File: src/rtl/fast_gpio_pkg.sv
// Shared constants for the fast GPIO sequencer: register map, CTRL/STATUS
// bit positions and the sequencer state encoding.
package fast_gpio_pkg;

  localparam int ADDR_CTRL     = 'h00;
  localparam int ADDR_DIR      = 'h01;
  localparam int ADDR_DIV      = 'h02;
  localparam int ADDR_LEN      = 'h03;
  localparam int ADDR_STATUS   = 'h04;
  localparam int ADDR_IRQ_MASK = 'h05;
  localparam int ADDR_OUT_BASE = 'h10;
  localparam int ADDR_IN_BASE  = 'h20;

  localparam int CTRL_START = 0;
  localparam int CTRL_STOP  = 1;
  localparam int CTRL_MODE  = 2;

  localparam int STAT_BUSY    = 0;
  localparam int STAT_DONE    = 1;
  localparam int STAT_WRAP    = 2;
  localparam int STAT_IDX_LSB = 4;

  typedef enum logic {
    IDLE = 1'b0,
    RUN  = 1'b1
  } state_e;

endpackage

File: src/rtl/fast_gpio_seq_if.sv
// Select/wen/ren register bus between the host and the fast GPIO sequencer.
interface fast_gpio_if #(
  parameter int AW    = 8,
  parameter int WIDTH = 32
);
  logic             sel;
  logic             wen;
  logic             ren;
  logic [AW-1:0]    addr;
  logic [WIDTH-1:0] wdata;
  logic [WIDTH-1:0] rdata;
  logic             rvalid;

  modport master (output sel, wen, ren, addr, wdata, input rdata, rvalid);
  modport slave  (input sel, wen, ren, addr, wdata, output rdata, rvalid);
endinterface

File: src/rtl/fast_gpio_sync.sv
// Two-flop synchroniser bringing the asynchronous pad inputs into clk.
module fast_gpio_sync #(
  parameter int WIDTH = 32
) (
  input  logic             clk,
  input  logic             reset,
  input  logic [WIDTH-1:0] d,
  output logic [WIDTH-1:0] q
);

  logic [WIDTH-1:0] meta_q, meta_d;
  logic [WIDTH-1:0] sync_q, sync_d;

  always_comb begin
    meta_d = d;
    sync_d = meta_q;
  end

  always_ff @(posedge clk or posedge reset) begin
    if (reset) begin
      meta_q <= '0;
      sync_q <= '0;
    end else begin
      meta_q <= meta_d;
      sync_q <= sync_d;
    end
  end

  assign q = sync_q;

endmodule

File: src/rtl/fast_gpio_seq.sv
// Fast GPIO sequencer: steps DEPTH output/capture slots at a programmable rate.
// Optional IRQ_MASK register and irq output when FAST_GPIO_IRQ_EN is defined.
//
//   state | meaning
//   IDLE  | sequencer stopped, gpio_out holds its last value
//   RUN   | stepping slots every DIV+1 cycles, capturing pins at slot end
module fast_gpio_seq
  import fast_gpio_pkg::*;
#(
  parameter int WIDTH = 32,
  parameter int DEPTH = 4,
  parameter int AW    = 8,
  parameter int DIV_W = 16
) (
  input  logic             clk,
  input  logic             reset,
  fast_gpio_if.slave       bus,
  input  logic [WIDTH-1:0] gpio_in,
  output logic [WIDTH-1:0] gpio_out,
  output logic [WIDTH-1:0] gpio_oe,
  output logic             busy
`ifdef FAST_GPIO_IRQ_EN
  ,
  output logic             irq
`endif
);

  localparam int IDX_W = $clog2(DEPTH);
  localparam int LEN_W = IDX_W + 1;

  state_e           state_q, state_d;
  logic [WIDTH-1:0] dir_q, dir_d;
  logic [DIV_W-1:0] div_q, div_d;
  logic [WIDTH-1:0] len_q, len_d;
  logic             mode_q, mode_d;
  logic             done_q, done_d;
  logic             wrap_q, wrap_d;
  logic [IDX_W-1:0] idx_q, idx_d;
  logic [DIV_W-1:0] cnt_q, cnt_d;
  logic [DIV_W-1:0] div_sh_q, div_sh_d;
  logic [LEN_W-1:0] len_sh_q, len_sh_d;
  logic [WIDTH-1:0] out_q [DEPTH];
  logic [WIDTH-1:0] out_d [DEPTH];
  logic [WIDTH-1:0] in_q [DEPTH];
  logic [WIDTH-1:0] in_d [DEPTH];
  logic [WIDTH-1:0] gpio_out_q, gpio_out_d;
  logic [WIDTH-1:0] rdata_q, rdata_d;
  logic             rvalid_q, rvalid_d;
`ifdef FAST_GPIO_IRQ_EN
  logic [1:0]       mask_q, mask_d;
  logic             irq_q, irq_d;
`endif

  logic [WIDTH-1:0] gpio_sync;
  logic             wr, rd, start, stop;
  logic [AW-1:0]    a;
  logic             out_hit, in_hit;
  logic [IDX_W-1:0] out_idx, in_idx;
  logic [LEN_W-1:0] len_eff;
  logic             last_slot;
  logic [WIDTH-1:0] rd_val;

  fast_gpio_sync #(.WIDTH(WIDTH)) u_sync (
    .clk   (clk),
    .reset (reset),
    .d     (gpio_in),
    .q     (gpio_sync)
  );

  always_comb begin
    a       = bus.addr;
    wr      = bus.sel & bus.wen;
    rd      = bus.sel & bus.ren;
    start   = wr && (a == AW'(ADDR_CTRL)) && bus.wdata[CTRL_START];
    stop    = wr && (a == AW'(ADDR_CTRL)) && bus.wdata[CTRL_STOP];
    out_hit = (a >= AW'(ADDR_OUT_BASE)) && (a < AW'(ADDR_OUT_BASE + DEPTH));
    in_hit  = (a >= AW'(ADDR_IN_BASE)) && (a < AW'(ADDR_IN_BASE + DEPTH));
    out_idx = IDX_W'(a - AW'(ADDR_OUT_BASE));
    in_idx  = IDX_W'(a - AW'(ADDR_IN_BASE));
    // Zero or oversize lengths mean "use every slot".
    if ((len_q == '0) || (len_q > WIDTH'(DEPTH))) len_eff = LEN_W'(DEPTH);
    else                                         len_eff = LEN_W'(len_q);
    last_slot = ({1'b0, idx_q} == (len_sh_q - 1'b1));
  end

  always_comb begin
    rd_val = '0;
    case (a)
      AW'(ADDR_DIR):    rd_val = dir_q;
      AW'(ADDR_DIV):    rd_val = WIDTH'(div_q);
      AW'(ADDR_LEN):    rd_val = len_q;
      AW'(ADDR_STATUS): begin
        rd_val[STAT_BUSY]            = (state_q == RUN);
        rd_val[STAT_DONE]            = done_q;
        rd_val[STAT_WRAP]            = wrap_q;
        rd_val[STAT_IDX_LSB +: 4]    = 4'(idx_q);
      end
`ifdef FAST_GPIO_IRQ_EN
      AW'(ADDR_IRQ_MASK): rd_val = WIDTH'(mask_q);
`endif
      default: begin
        if (out_hit)     rd_val = out_q[out_idx];
        else if (in_hit) rd_val = in_q[in_idx];
      end
    endcase
  end

  always_comb begin
    state_d    = state_q;
    dir_d      = dir_q;
    div_d      = div_q;
    len_d      = len_q;
    mode_d     = mode_q;
    done_d     = done_q;
    wrap_d     = wrap_q;
    idx_d      = idx_q;
    cnt_d      = cnt_q;
    div_sh_d   = div_sh_q;
    len_sh_d   = len_sh_q;
    out_d      = out_q;
    in_d       = in_q;
    gpio_out_d = gpio_out_q;
    rvalid_d   = rd;
    rdata_d    = rd ? rd_val : rdata_q;
`ifdef FAST_GPIO_IRQ_EN
    mask_d     = mask_q;
    irq_d      = (done_q & mask_q[0]) | (wrap_q & mask_q[1]);
`endif

    if (wr) begin
      case (a)
        AW'(ADDR_CTRL): mode_d = bus.wdata[CTRL_MODE];
        AW'(ADDR_DIR):  dir_d  = bus.wdata;
        AW'(ADDR_DIV):  div_d  = bus.wdata[DIV_W-1:0];
        AW'(ADDR_LEN):  len_d  = bus.wdata;
        AW'(ADDR_STATUS): begin
          if (bus.wdata[STAT_DONE]) done_d = 1'b0;
          if (bus.wdata[STAT_WRAP]) wrap_d = 1'b0;
        end
`ifdef FAST_GPIO_IRQ_EN
        AW'(ADDR_IRQ_MASK): mask_d = bus.wdata[1:0];
`endif
        default: if (out_hit) out_d[out_idx] = bus.wdata;
      endcase
    end

    // Flag sets below come after the write-1 clears so a coincident set wins.
    case (state_q)
      IDLE: begin
        if (start && !stop) begin
          state_d    = RUN;
          div_sh_d   = div_q;
          len_sh_d   = len_eff;
          idx_d      = '0;
          cnt_d      = '0;
          gpio_out_d = out_q[0];
          done_d     = 1'b0;
        end
      end
      RUN: begin
        if (stop) begin
          state_d = IDLE;
        end else if (start) begin
          div_sh_d   = div_q;
          len_sh_d   = len_eff;
          idx_d      = '0;
          cnt_d      = '0;
          gpio_out_d = out_q[0];
          done_d     = 1'b0;
        end else begin
          cnt_d = cnt_q + 1'b1;
          if (cnt_q == div_sh_q) begin
            in_d[idx_q] = gpio_sync;
            cnt_d       = '0;
            if (!last_slot) begin
              idx_d      = idx_q + 1'b1;
              gpio_out_d = out_q[idx_q + 1'b1];
            end else if (!mode_q) begin
              idx_d      = '0;
              gpio_out_d = out_q[0];
              wrap_d     = 1'b1;
            end else begin
              state_d = IDLE;
              done_d  = 1'b1;
            end
          end
        end
      end
      default: state_d = IDLE;
    endcase
  end

  always_ff @(posedge clk or posedge reset) begin
    if (reset) begin
      state_q    <= IDLE;
      dir_q      <= '0;
      div_q      <= '0;
      len_q      <= '0;
      mode_q     <= 1'b0;
      done_q     <= 1'b0;
      wrap_q     <= 1'b0;
      idx_q      <= '0;
      cnt_q      <= '0;
      div_sh_q   <= '0;
      len_sh_q   <= '0;
      gpio_out_q <= '0;
      rdata_q    <= '0;
      rvalid_q   <= 1'b0;
      for (int i = 0; i < DEPTH; i++) begin
        out_q[i] <= '0;
        in_q[i]  <= '0;
      end
`ifdef FAST_GPIO_IRQ_EN
      mask_q     <= '0;
      irq_q      <= 1'b0;
`endif
    end else begin
      state_q    <= state_d;
      dir_q      <= dir_d;
      div_q      <= div_d;
      len_q      <= len_d;
      mode_q     <= mode_d;
      done_q     <= done_d;
      wrap_q     <= wrap_d;
      idx_q      <= idx_d;
      cnt_q      <= cnt_d;
      div_sh_q   <= div_sh_d;
      len_sh_q   <= len_sh_d;
      gpio_out_q <= gpio_out_d;
      rdata_q    <= rdata_d;
      rvalid_q   <= rvalid_d;
      for (int i = 0; i < DEPTH; i++) begin
        out_q[i] <= out_d[i];
        in_q[i]  <= in_d[i];
      end
`ifdef FAST_GPIO_IRQ_EN
      mask_q     <= mask_d;
      irq_q      <= irq_d;
`endif
    end
  end

  assign gpio_out   = gpio_out_q;
  assign gpio_oe    = dir_q;
  assign busy       = (state_q == RUN);
  assign bus.rdata  = rdata_q;
  assign bus.rvalid = rvalid_q;
`ifdef FAST_GPIO_IRQ_EN
  assign irq        = irq_q;
`endif

endmodule

File: src/flat_wrapper.sv
// flat-port wrapper written by rule: the top's interface ports become plain ports
module fast_gpio_seq_flat import fast_gpio_pkg::*;
#(
  parameter int WIDTH = 32,
  parameter int DEPTH = 4,
  parameter int AW    = 8,
  parameter int DIV_W = 16
)
  (clk, reset, gpio_in, gpio_out, gpio_oe, busy, bus_sel, bus_wen, bus_ren, bus_addr, bus_wdata, bus_rdata, bus_rvalid);
  fast_gpio_if #(.AW(AW), .WIDTH(WIDTH)) bus_i ();
  input  logic clk;
  input  logic reset;
  input  logic [WIDTH-1:0] gpio_in;
  output logic [WIDTH-1:0] gpio_out;
  output logic [WIDTH-1:0] gpio_oe;
  output logic busy;
  input wire logic [$bits(bus_i.sel)-1:0] bus_sel;
  input wire logic [$bits(bus_i.wen)-1:0] bus_wen;
  input wire logic [$bits(bus_i.ren)-1:0] bus_ren;
  input wire logic [$bits(bus_i.addr)-1:0] bus_addr;
  input wire logic [$bits(bus_i.wdata)-1:0] bus_wdata;
  output wire logic [$bits(bus_i.rdata)-1:0] bus_rdata;
  output wire logic [$bits(bus_i.rvalid)-1:0] bus_rvalid;
  assign bus_i.sel = bus_sel;
  assign bus_i.wen = bus_wen;
  assign bus_i.ren = bus_ren;
  assign bus_i.addr = bus_addr;
  assign bus_i.wdata = bus_wdata;
  assign bus_rdata = bus_i.rdata;
  assign bus_rvalid = bus_i.rvalid;
  fast_gpio_seq #(.WIDTH(WIDTH), .DEPTH(DEPTH), .AW(AW), .DIV_W(DIV_W)) u_core (.clk(clk), .reset(reset), .bus(bus_i), .gpio_in(gpio_in), .gpio_out(gpio_out), .gpio_oe(gpio_oe), .busy(busy));
endmodule
File: config.mk
export PLATFORM = sky130hd
export DESIGN_NAME = fast_gpio_seq_flat
export DESIGN_NICKNAME = d
export VERILOG_FILES = /design/src/rtl/fast_gpio_pkg.sv /design/src/rtl/fast_gpio_seq_if.sv /design/src/rtl/fast_gpio_sync.sv /design/src/rtl/fast_gpio_seq.sv /design/src/flat_wrapper.sv
export SDC_FILE = /design/constraint.sdc
export NUM_CORES = 1
export LEC_CHECK = 0
export CORE_MARGIN = 1
export CORE_UTILIZATION = 63
export CTS_CLUSTER_SIZE = 40
export DETAILED_ROUTE_END_ITERATION = 16
export PLACE_DENSITY_LB_ADDON = 0.05
export SLEW_MARGIN = 20
export SYNTH_ARGS = -nofsm -noshare
export SYNTH_HDL_FRONTEND = slang
export SYNTH_SLANG_ARGS = --single-unit
export TNS_END_PERCENT = 30
File: constraint.sdc
create_clock -name clk -period 43.8 [get_ports clk]
set_input_delay 13.14 -clock clk [delete_from_list [all_inputs] [get_ports clk]]
set_output_delay 13.14 -clock clk [all_outputs]
set_load 0.05 [all_outputs]
==> results of run 1 <==
==> flip-flops by register name, indices dropped and copies added, names as in the netlist, 32 cells and up <==
register / count
u_core.len_q: 32
u_core.gpio_oe: 32
u_core.u_sync.meta_q: 32
u_core.out_q: 128
u_core.in_q: 128
u_core.bus.rdata: 32
u_core.u_sync.q: 32
u_core.gpio_out: 32
==> power by group <==
part | switching (mW) | total (mW) | internal (mW)
registers | 0.0143 | 0.504 | 0.489
logic | 0.0576 | 0.103 | 0.0456
clock network | 0.180 | 0.424 | 0.244
total | 0.252 | 1.03 | 0.779
==> worst paths after layout <==
kind	startpoint	endpoint	cells after the start
worst max-delay path	bus_addr[2]	u_core.gpio_out[23]	7
worst min-delay path	u_core.u_sync.meta_q[16]	u_core.u_sync.q[16]	0
worst max register to register	u_core.idx_q[1]	u_core.gpio_out[23]	8
worst min register to register	u_core.u_sync.meta_q[16]	u_core.u_sync.q[16]	0
max in group asynchronous	reset	u_core.u_sync.q[10]	4
min in group asynchronous	reset	u_core.in_q[68]	2
==> critical path, cell delays in order <==
cell             delay [ns]
clkdlybuf4s50_1        0.63
nor4_4                 0.65
nand4_1                0.29
nand3b_1               0.59
buf_4                  0.50
mux2_2                 0.38
mux2_2                 0.27
==> cell families (layout without fill, tap and decap cells) <==
family,Yosys count,in the layout,synth area share
fa+ha+maj,6,6,0.00334
simple gates,166,166,0.0409
flops,506,506,0.563
compound gates,196,196,0.0593
mux,524,524,0.298
xor+xnor,33,33,0.0129
buf+inv,116,303,0.0229
==> final cells by class <==
type | count | area share
multi-input combinational | 925 | 0.356
inverter | 10 | 0.00172
clock buffer | 76 | 0.0565
tap | 455 | 0.0217
timing repair buffer | 205 | 0.0757
clock inverter | 12 | 0.00468
sequential | 506 | 0.484
==> cells in the mapped netlist (all sizes together), types with 21 or more instances <==
master and number:
clkbuf 41, nand4 25, a22oi 21, a22o 40, xor2 30, mux2 427, buf 65, a21oi 72
dfrtp 506, mux4 64, nor2 39, mux2i 33, nand2 38, o21ai 26
==> metal layers <==
| metal | vias to the layer above | GRT usage |
|---|---|---|
| met1 | 7424 | 0.454 |
| met5 | - | 0 |
| met4 | 0 | 0.106 |
| met2 | 564 | 0.494 |
| met3 | 108 | 0.0487 |
| li1 | 6061 | - |
==> reports/results.tsv, run 1 <==
metric	value	unit
Max Slew Vio Count	0	
DR iter-0 viols	992	
FF/Latch Area	12700	um^2
Vias/cell	6.47	
layout cells sized above 1	0.352	
IO Pins	175	
Worst Path Required	44.27	ns
Layout Utilization	0.752	
RSZ-0062 raised after global routing	no	
Layout area overhead	16.4	%
Post-synth EDFFs	0	
Area contributors post-synth	dfrtp_1 (56%), mux2_2 (20%), mux4_2 (6.4%)	
Finished Layout Cells	2189	
vias in the first global route	14657	
placed standard-cell area	24600	um^2
Setup TNS Final	0	ns
met3 routed WL	3.74	mm
DR WL/cell	25.1	um
fmax	0.0625	GHz
Hold/Removal Path Class	reg -> reg	
RD Place Congestion	0.899	
Setup Crit Path Kind	in -> reg	
max layer used	met4	
largest net degree at the start of global routing	194	
Power Density	39.4	nW/um^2
CTS max path bufs	3	
Rel. slew slack	0.273	
Final nets	1782	
total track usage	0.315	
Syn Std Cell Area	22500	um^2
grt ovf	0	
HPWL Detailed	34.5	mm
Initial Utilization	0.646	
post-synth top area share	0.563	
wl on met1	23.3	mm
WL final	55.0	mm
commonest non-fill, non-tap cells in the layout	dfrtp_1 (505), mux2_2 (392), clkdlybuf4s50_1 (172)	
Top FF cell, synth	dfrtp_1	
Final Power	1.03	mW
Detail Route Antenna Nets	0	
max_cap viols	0	
core box area	34800	um^2
Worst-path clk slew	0.06	ns
Multi-input gate area	9320	um^2
post-route cell area	26200	um^2
CTS tree	done	
crit start category	input pin	
die area	36500	um^2
CTS Sinks	506	
vias	14157	
critical path endpoint category	flop	
die height	191	um
syn nets	1630	
Final Cycle Share	0.365	
antenna diode count	0	
Residual DRC	0	
status	finished, final reports clean	
Post-CTS Setup Inserts	0	
pre-CTS WS	27.26	ns
flop2flop setup slack	40.27	ns
chip width	191	um
Mapped Avg Cell Area	14.5	um^2
Layout fillers	2192	
port buffer count	174	
Tmin final	15.99	ns
Worst-Margin Slew	1.08	ns
first-pass GRT wire length	86.3	mm
flops & latches, synth	506	
crit path max fanout	23	
Site Rows	68	
register area share after synthesis	0.563	
cts hold-fix bufs	0	
VDD IR max	0.0368	mV
Post-synth ARST share	1.00	
cells after synthesis	1547	
Lkg Pwr	12.4	nW
Synth warnings	0	
Fin. Hold Viols	0	
1st-pass router iterations	5	
largest area contributor in the netlist	dfrtp_1	
hold slack	0.346	ns
commonest non-fill, non-tap cell in the layout	dfrtp_1	
Finish-stage setup viols	0	
clk root buf	clkbuf_16	
critical path arrival	16.46	ns
placed cell count	2101	
H-tree depth	2	
clock latency on the worst-skew pair	0.59	ns
DR WL met2	26.5	mm
post-CTS sizing	0	
count of cell types in the netlist	51	
Fin Clk Skew	0.0109	ns
initial antenna violation count	0	
final setup margin	27.81	ns
Num CTS Buffers	51	
(Power assumes the default switching activity.)
==> run 2: changes to the inputs <==
- CORE_UTILIZATION: 63 -> 53
- clock period: 43.8 -> 13.6 ns (I/O delays scaled with it)
==> run 2 against run 1 <==
Net effect: critical path depth unchanged; clock power increased to 3.6 times the previous value; final area increased by 1.6%; highest routed layer unchanged; first-iteration DRC count decreased by 2.7%; non-clock buffer count unchanged; flip-flop and latch count unchanged; via count decreased by 2.6%; combinational power increased to 3.3 times the previous value; global-route usage decreased by 4.5 points.
==> reports/results.tsv, run 2 (synthesis gave the netlist of run 1 again) <==
metric	value	unit
core box area	41900	um^2
VDD IR max	0.0829	mV
Layout area overhead	18.3	%
cts hold-fix bufs	0	
Crit path max-delay family	simple AND/OR/NAND/NOR gates	
Setup TNS Final	0	ns
antenna diode count	0	
vias in the first global route	14499	
CTS tree	done	
top flop regs	u_core.in_q: 128 flops, u_core.out_q: 128 flops	
Final nets	1785	
Layout Utilization	0.636	
grt ovf	0	
Cell Int Power	2.66	mW
Lkg Pwr	12.5	nW
Setup Crit Path Kind	in -> reg	
Finish-stage setup viols	0	
critical path endpoint category	flop	
Worst Path Required	14.07	ns
CP max stage cell	nand3b_1	
Residual DRC	0	
Flop pwr share	0.464	
Initial Utilization	0.537	
max_cap viols	0	
fmax	0.139	GHz
Worst-Margin Slew	1.15	ns
crit start category	input pin	
CP cell instances	clkdlybuf4s50_1, nor4_4, nand4_1, nand3b_1, buf_4, mux2_2, mux2_2	
status	finished, final reports clean	
critical path arrival	7.66	ns
cell mode on critical path	mux2_2	
DR iter-0 viols	965	
first-pass GRT wire length	88.8	mm
HPWL Detailed	35.7	mm
Detail Route Antenna Nets	0	
Hold/Removal Path Class	reg -> reg	
clock share of power	0.440	
Net Sw Frac	0.238	
Rel. slew slack	0.232	
clk root buf	clkbuf_16	
Num CTS Buffers	54	
commonest non-fill, non-tap cells in the layout	dfrtp_1 (505), mux2_2 (392), clkdlybuf4s50_1 (172)	
Final Cycle Share	0.529	
Tmin final	7.19	ns
RD Place Congestion	0.849	
Site Rows	75	
RSZ-0062 raised after global routing	no	
Post-CTS Setup Inserts	0	
commonest non-fill, non-tap cell in the layout	dfrtp_1	
total track usage	0.270	
initial antenna violation count	0	
crit path max fanout	17	
IO Pins	175	
combinational fraction of design power	0.096	
die area	43300	um^2
die height	208	um
CTS max path bufs	3	
Fin. Hold Viols	0	
vias	13794	
CTS Sinks	506	
clock latency on the worst-skew pair	0.61	ns
CP peak stage delay	0.92	ns
WL final	56.7	mm
Layout fillers	3209	
Power Density	131	nW/um^2
sw power	0.831	mW
port buffer count	174	
largest net degree at the start of global routing	187	
Multi-input gate area	9320	um^2
layout cells sized above 1	0.357	
Worst-path clk slew	0.06	ns
Vias/cell	6.04	
H-tree depth	2	
FF/Latch Area	12700	um^2
Fin Clk Skew	0.0200	ns
DR WL/cell	24.8	um
Max Slew Vio Count	0	
1st-pass router iterations	5	
CP Buf/Inv Count	2	
post-CTS sizing	0	
chip width	208	um
run 2: cell types whose count changed in the layout (fill, tap and decap cells not counted), moves of 2 or more:
cell / before / now
clkbuf_16: 51 / 55
clkbuf_1: 14 / 12
clkbuf_8: 11 / 19
buf_4: 32 / 29
bufinv_16: 2 / 5
run 2: final timing paths:
kind | startpoint | endpoint | slack [ns] | depth (start not counted)
setup / recovery | bus_addr[2] | u_core.gpio_out[8] | 6.41 | 7
hold / removal | u_core.u_sync.meta_q[21] | u_core.u_sync.q[21] | 0.34 | 0
setup reg to reg | u_core.idx_q[0] | u_core.gpio_out[8] | 10.12 | 7
hold reg to reg | u_core.u_sync.meta_q[21] | u_core.u_sync.q[21] | 0.34 | 0
max in group asynchronous | reset | u_core.in_q[79] | 7.64 | 4
min in group asynchronous | reset | u_core.u_sync.meta_q[2] | 4.02 | 2
run 2: metal layers:
| layer | share of wire | vias up | routed length [um] | GRT usage |
|---|---|---|---|---|
| li1 | - | 6077 | - | - |
| met3 | 0.053 | 89 | 3030 | 0.0421 |
| met4 | 0.031 | 0 | 1740 | 0.101 |
| met5 | 0 | - | 0 | 0 |
| met1 | 0.44 | 7227 | 25200 | 0.382 |
| met2 | 0.47 | 401 | 26700 | 0.425 |
run 2: layout make-up:
type / count / share of cell area
clock buffer: 86 / 0.0633
timing repair buffer: 205 / 0.0759
clock inverter: 14 / 0.00757
sequential: 506 / 0.476
tap: 539 / 0.0254
multi-input combinational: 925 / 0.350
inverter: 10 / 0.00155
run 2: power groups by stage:
stage	registers [mW]	logic (mW)	clock network [mW]
2_1_floorplan	1.66	0.208	0
3_3_place_gp	1.64	0.331	0
3_5_place_dp	1.65	0.336	0
4_1_cts	1.62	0.338	1.57
5_1_grt	1.63	0.363	1.63
6_report	1.62	0.335	1.54
run 2: per-stage QoR:
step	worst slack (ns)	instances	hold slack, ns	cell area (um^2)	power [mW]
3_3_place_gp	6.00	2184	0.333	24700	1.98
2_1_floorplan	2.65	1547	0.331	22500	1.86
3_5_place_dp	5.84	2184	0.335	24700	1.98
6_report	6.41	2285	0.341	26600	3.49
4_1_cts	6.47	2284	0.344	26600	3.53
5_1_grt	6.28	2285	0.352	26600	3.62
